[src/rtl/seg_scan_decoder.sv]
// seg_scan_decoder: watches a multiplexed common-anode 7-segment bus
// (active-low segments and digit selects) and recovers the hex nibble,
// blank, decimal-point and illegal-pattern state of every scanned digit.
// A digit is committed once its {an_n, seg_n} sample has stayed constant
// for STABLE clocks; frame_valid pulses when every digit has been committed.
module seg_scan_decoder #(
    parameter int NDIG   = 2,
    parameter int STABLE = 4,
    parameter int CW     = $clog2(STABLE + 1)
) (
    input  logic              clk,
    input  logic              rst,
    input  logic [7:0]        seg_n,
    input  logic [NDIG-1:0]   an_n,
    output logic [4*NDIG-1:0] data_out,
    output logic [NDIG-1:0]   blank,
    output logic [NDIG-1:0]   dp,
    output logic [NDIG-1:0]   err,
    output logic              frame_valid
);

    localparam int SW = NDIG + 8;
    localparam logic [CW-1:0] CNT_MAX = CW'(STABLE);

    // Inverse of the encoder table. Returns {err, blank, nibble}.
    function automatic logic [5:0] decode_seg(input logic [6:0] s);
        case (s)
            7'b0000001: decode_seg = {2'b00, 4'h0};
            7'b1001111: decode_seg = {2'b00, 4'h1};
            7'b0010010: decode_seg = {2'b00, 4'h2};
            7'b0000110: decode_seg = {2'b00, 4'h3};
            7'b1001100: decode_seg = {2'b00, 4'h4};
            7'b0100100: decode_seg = {2'b00, 4'h5};
            7'b0100000: decode_seg = {2'b00, 4'h6};
            7'b0001111: decode_seg = {2'b00, 4'h7};
            7'b0000000: decode_seg = {2'b00, 4'h8};
            7'b0000100: decode_seg = {2'b00, 4'h9};
            7'b0001000: decode_seg = {2'b00, 4'hA};
            7'b1100000: decode_seg = {2'b00, 4'hB};
            7'b0110001: decode_seg = {2'b00, 4'hC};
            7'b1000010: decode_seg = {2'b00, 4'hD};
            7'b0110000: decode_seg = {2'b00, 4'hE};
            7'b0111000: decode_seg = {2'b00, 4'hF};
            7'b1111111: decode_seg = {2'b01, 4'hF};
            default:    decode_seg = {2'b10, 4'h0};
        endcase
    endfunction

    logic [SW-1:0]     prev_q, prev_d;
    logic [CW-1:0]     cnt_q, cnt_d;
    logic [NDIG-1:0]   seen_q, seen_d;
    logic [4*NDIG-1:0] data_q, data_d;
    logic [NDIG-1:0]   blank_q, blank_d;
    logic [NDIG-1:0]   dp_q, dp_d;
    logic [NDIG-1:0]   err_q, err_d;
    logic              fv_q, fv_d;

    logic [SW-1:0]   sample;
    logic [NDIG-1:0] sel;
    logic [NDIG-1:0] seen_next;
    logic            an_valid;
    logic            restart;
    logic            commit;
    logic [5:0]      dec;

    // Stability counting, commit detection, decode and frame tracking.
    always_comb begin
        sample    = {an_n, seg_n};
        sel       = ~an_n;
        an_valid  = (sel != '0) && ((sel & (sel - NDIG'(1))) == '0);
        restart   = (sample != prev_q) || (cnt_q == '0);
        prev_d    = sample;

        if (!an_valid) begin
            cnt_d = '0;
        end else if (restart) begin
            cnt_d = CW'(1);
        end else if (cnt_q == CNT_MAX) begin
            cnt_d = cnt_q;
        end else begin
            cnt_d = cnt_q + CW'(1);
        end

        // A fresh run counts as "below STABLE" so STABLE=1 commits every new sample.
        commit    = an_valid && (cnt_d == CNT_MAX) && (restart || (cnt_q < CNT_MAX));
        dec       = decode_seg(seg_n[7:1]);
        seen_next = seen_q | sel;

        data_d  = data_q;
        blank_d = blank_q;
        dp_d    = dp_q;
        err_d   = err_q;
        seen_d  = seen_q;
        fv_d    = 1'b0;

        if (commit) begin
            for (int d = 0; d < NDIG; d++) begin
                if (sel[d]) begin
                    err_d[d]   = dec[5];
                    blank_d[d] = dec[4];
                    dp_d[d]    = ~seg_n[0];
                    // Illegal patterns leave the previous nibble in place.
                    if (!dec[5]) begin
                        data_d[4*d +: 4] = dec[3:0];
                    end
                end
            end
            if (&seen_next) begin
                fv_d   = 1'b1;
                seen_d = '0;
            end else begin
                seen_d = seen_next;
            end
        end
    end

    // State and registered outputs, synchronous reset.
    always_ff @(posedge clk) begin
        if (rst) begin
            prev_q  <= '0;
            cnt_q   <= '0;
            seen_q  <= '0;
            data_q  <= '1;
            blank_q <= '1;
            dp_q    <= '0;
            err_q   <= '0;
            fv_q    <= 1'b0;
        end else begin
            prev_q  <= prev_d;
            cnt_q   <= cnt_d;
            seen_q  <= seen_d;
            data_q  <= data_d;
            blank_q <= blank_d;
            dp_q    <= dp_d;
            err_q   <= err_d;
            fv_q    <= fv_d;
        end
    end

    assign data_out    = data_q;
    assign blank       = blank_q;
    assign dp          = dp_q;
    assign err         = err_q;
    assign frame_valid = fv_q;

endmodule

[config.mk]
export PLATFORM = sky130hd
export DESIGN_NAME = seg_scan_decoder
export DESIGN_NICKNAME = d
export VERILOG_FILES = /design/src/rtl/seg_scan_decoder.sv
export SDC_FILE = /design/constraint.sdc
export NUM_CORES = 1
export LEC_CHECK = 0
export ABC_AREA = 1
export CORE_ASPECT_RATIO = 0.7
export CORE_UTILIZATION = 45
export CTS_CLUSTER_DIAMETER = 40
export DETAILED_ROUTE_END_ITERATION = 16
export HOLD_SLACK_MARGIN = 0.15
export PLACE_DENSITY = 0.82
export REMOVE_ABC_BUFFERS = 1
export SLEW_MARGIN = 10
export SYNTH_ARGS = -nofsm -noshare
export SYNTH_HDL_FRONTEND = slang
export SYNTH_SLANG_ARGS = --single-unit
[constraint.sdc]
create_clock -name clk -period 2 [get_ports clk]
set_clock_uncertainty 0.2 [all_clocks]
set_input_delay 0.2 -clock clk [delete_from_list [all_inputs] [get_ports clk]]
set_output_delay 0.2 -clock clk [all_outputs]
set_load 0.05 [all_outputs]
==> impl_metrics.tcl <==
set metrics [dict create \
    route.vias.total 1782 \
    setup_tns_ns -0.0112 \
    portBuffers 26 \
    num-fill-cells 265 \
    r2r_slack_ns -0.01 \
    worstHoldPathCells 4 \
    multi_input_area_um2 953 \
    fp.coreArea_mm2 0.00330 \
    critical-path-max-stage-delay_ns 0.33 \
    crit_top_cell "nand2_1" \
    dieArea_mm2 0.00386 \
    chipHeight_um 52.3 \
    place_inst 356 \
    grt_max_degree 18 \
    die_x_um 73.8 \
    layout_common_cells "nand2_1, nor2_1, buf_4" \
    fmax_mhz 497 \
    path_buf_inv 2 \
    wire_per_inst_um 12.3 \
    routed_wl_um 4500 \
    ys_warn_count 0 \
    final_common_cell "nand2_1" \
    cellLeakagePower_nw 1.18 \
    antenna_found_initial 0 \
    setup_viol 1 \
    synth_top_area_frac 0.370 \
    maxSlewViolCount 0 \
    synth_top_area_cell "dfxtp_1" \
    cts_tree "yes" \
    ir_drop_uv 500 \
    crit_start "cnt_q[1]" \
    rows 17 \
    slowest_stage "dfxtp_2" \
    crit_required_ns 1.95 \
    critPathCaptureType "register" \
    cts_buffer_depth 2 \
    worstPathCellList "inv_2 -> ha_4 -> nand2_2 -> nand2_1 -> nor2_1 -> nand2_1 -> nor2_4 -> nand3_4 -> nor2_8 -> buf_4 -> nand4_4 -> nand2_1 -> nand3_1" \
    postCtsHoldBufs 0 \
    rsz0062_at_grt "yes" \
    start_kind "register" \
    diodes 0 \
    maxCapViolations 0 \
    start_util 0.493 \
    hold_class "in2reg" \
    clkSlewWorstSetupHoldPaths_ns 0.07 \
    ios 27 \
    hpwl_um 3210 \
    grt_use_total 0.248 \
    final_hold_viol_count 0 \
    gp_congestion 0.901 \
    cts_buffers 5 \
    finalCritPeriodShare 1.01 \
    holdPathEnd "prev_q[0]" \
    final_cells 367 \
    cpLargestDelayFamily "simple AND/OR/NAND/NOR gates" \
    reg2regPathDepth 13 \
    synthCells 255 \
    critPathArrivalTime_ns 1.96 \
    r2r_start "cnt_q[1]" \
    drc_errors 0 \
    grt_overflow 0 \
    status "finished, violations left" \
    worstPathMaxFanout 6 \
    avgSynthCellArea_um2 6.37 \
    tightestPinTransition_ns 0.506 \
    grt_pass1_wl_um 7190 \
    reg2reg_to "data_out[6]" \
    ant_nets 0 \
    first_pass_iters 4 \
    areaGrowthSynthToFinish_pct 45.6 \
    ctsRootBufferMaster "clkbuf_8" \
    finalCriticalPeriod_ns 2.01 \
    clock_insertion_delay_worst_skew_ns 0.28 \
    first_iter_violations 108 \
    cts-htree-levels 2 \
    place_ws_ns -0.377 \
    grt_pass1_vias 1657 \
    violations "setup timing" \
    fin_ws_ns -0.0112 \
    cts_sinks 30 \
    yosys-top-cells-area "dfxtp_1, nand2_1, nor2_1" \
    regArea_um2 603 \
    critPathKind "reg2reg" \
    syn-cell-area_mm2 0.00162 \
    nets 333 \
    final_layout_size_suffix_gt1_frac 0.231 \
    synth_cell_types 27 \
    relSlewSlack 0.662 \
    vias_per_cell 4.86 \
    total_power_w 0.00132 \
    synth-seq-cells 30 \
    seq_area_frac_synth 0.370 \
    hp-start "seg_n[0]" \
    power_density_mw_per_mm2 557 \
]
how the worst max path moves through the flow:
| stage | slack, ns | depth (start not counted) | end |
|---|---|---|---|
| 3_5_place_dp | -0.38 | 12 | data_out[0] |
| 5_1_grt | -0.11 | 13 | data_out[1] |
| 2_1_floorplan | 0.15 | 12 | data_out[0] |
| 3_3_place_gp | -0.29 | 12 | data_out[2] |
| 4_1_cts | -0.008 | 12 | blank[0] |
| 6_report | -0.01 | 13 | data_out[6] |
cells in the mapped netlist:
cell type	number
nand2_1	75
nor2_1	56
inv_1	32
dfxtp_1	30
nand3_1	18
inv_2	6
o21ai_1	5
a21oi_1	4
clkbuf_1	3
xor2_1	3
ha_1	2
nand3_4	2
nand4_1	2
nand4_2	2
nor2_2	2
nor3_1	2
a31oi_1	1
and2_1	1
nand2_2	1
nand3_2	1
nand3b_1	1
nor2_4	1
nor2_8	1
o2111ai_1	1
o21ai_0	1
or2_2	1
xnor2_1	1
report_power, final:
| group | switching, W | internal (W) | total [W] |
|---|---|---|---|
| sequential | 0.00000631 | 0.000610 | 0.000617 |
| clock | 0.000219 | 0.000277 | 0.000496 |
| combinational | 0.000122 | 0.0000819 | 0.000204 |
cells by family after synthesis:
group,count (synthesis),share of synthesized area
buffers and inverters,41,0.0948
AO/OA/AOI/OAI,12,0.0401
flip-flops,30,0.370
AND/OR/NAND/NOR,166,0.458
XOR/XNOR,4,0.0216
adder cells (fa/ha/maj),2,0.0154
state kept, by name, summed over array words and instances (netlist names):
register     cells
frame_valid      1
prev_q          10
err              2
dp               2
blank            2
cnt_q            3
data_out         8
seen_q           2
per-stage QoR:
stage	area [um2]	hold slack, ns	util
after detailed placement	2160	0.250	0.657
after global routing	2360	0.170	0.717
final	2360	0.129	0.717
after CTS	2300	0.222	0.698
after floorplan	1610	0.0719	-
after global placement	2160	0.243	0.657
tightest hold or removal path: stages:
cell and delay, ns:
dlymetal6s2s_1 0.13, inv_1 0.07, buf_4 0.13, nor2_1 0.04
routing by layer:
| layer | part of all wire | track usage | vias up |
|---|---|---|---|
| met1 | 0.46 | 0.314 | 800 |
| met2 | 0.46 | 0.424 | 66 |
| li1 | - | - | 908 |
| met3 | 0.063 | 0.0519 | 8 |
| met5 | 0 | 0 | - |
| met4 | 0.019 | 0.0801 | 0 |
repair_timing:
item / CTS / global route
pin swaps: 7 / 11
resized for setup: 20 / 12
buffers inserted: 0 / 3
endpoints found under the setup margin: 16 / 17
final cells by class:
class	instances	area share
clock inverter	1	0.00212
tap	47	0.0249
clock buffer	7	0.0365
inverter	38	0.0603
timing repair buffer	60	0.218
sequential	30	0.255
multi-input combinational	184	0.403
Note: power is estimated with default switching activity, not from simulation.
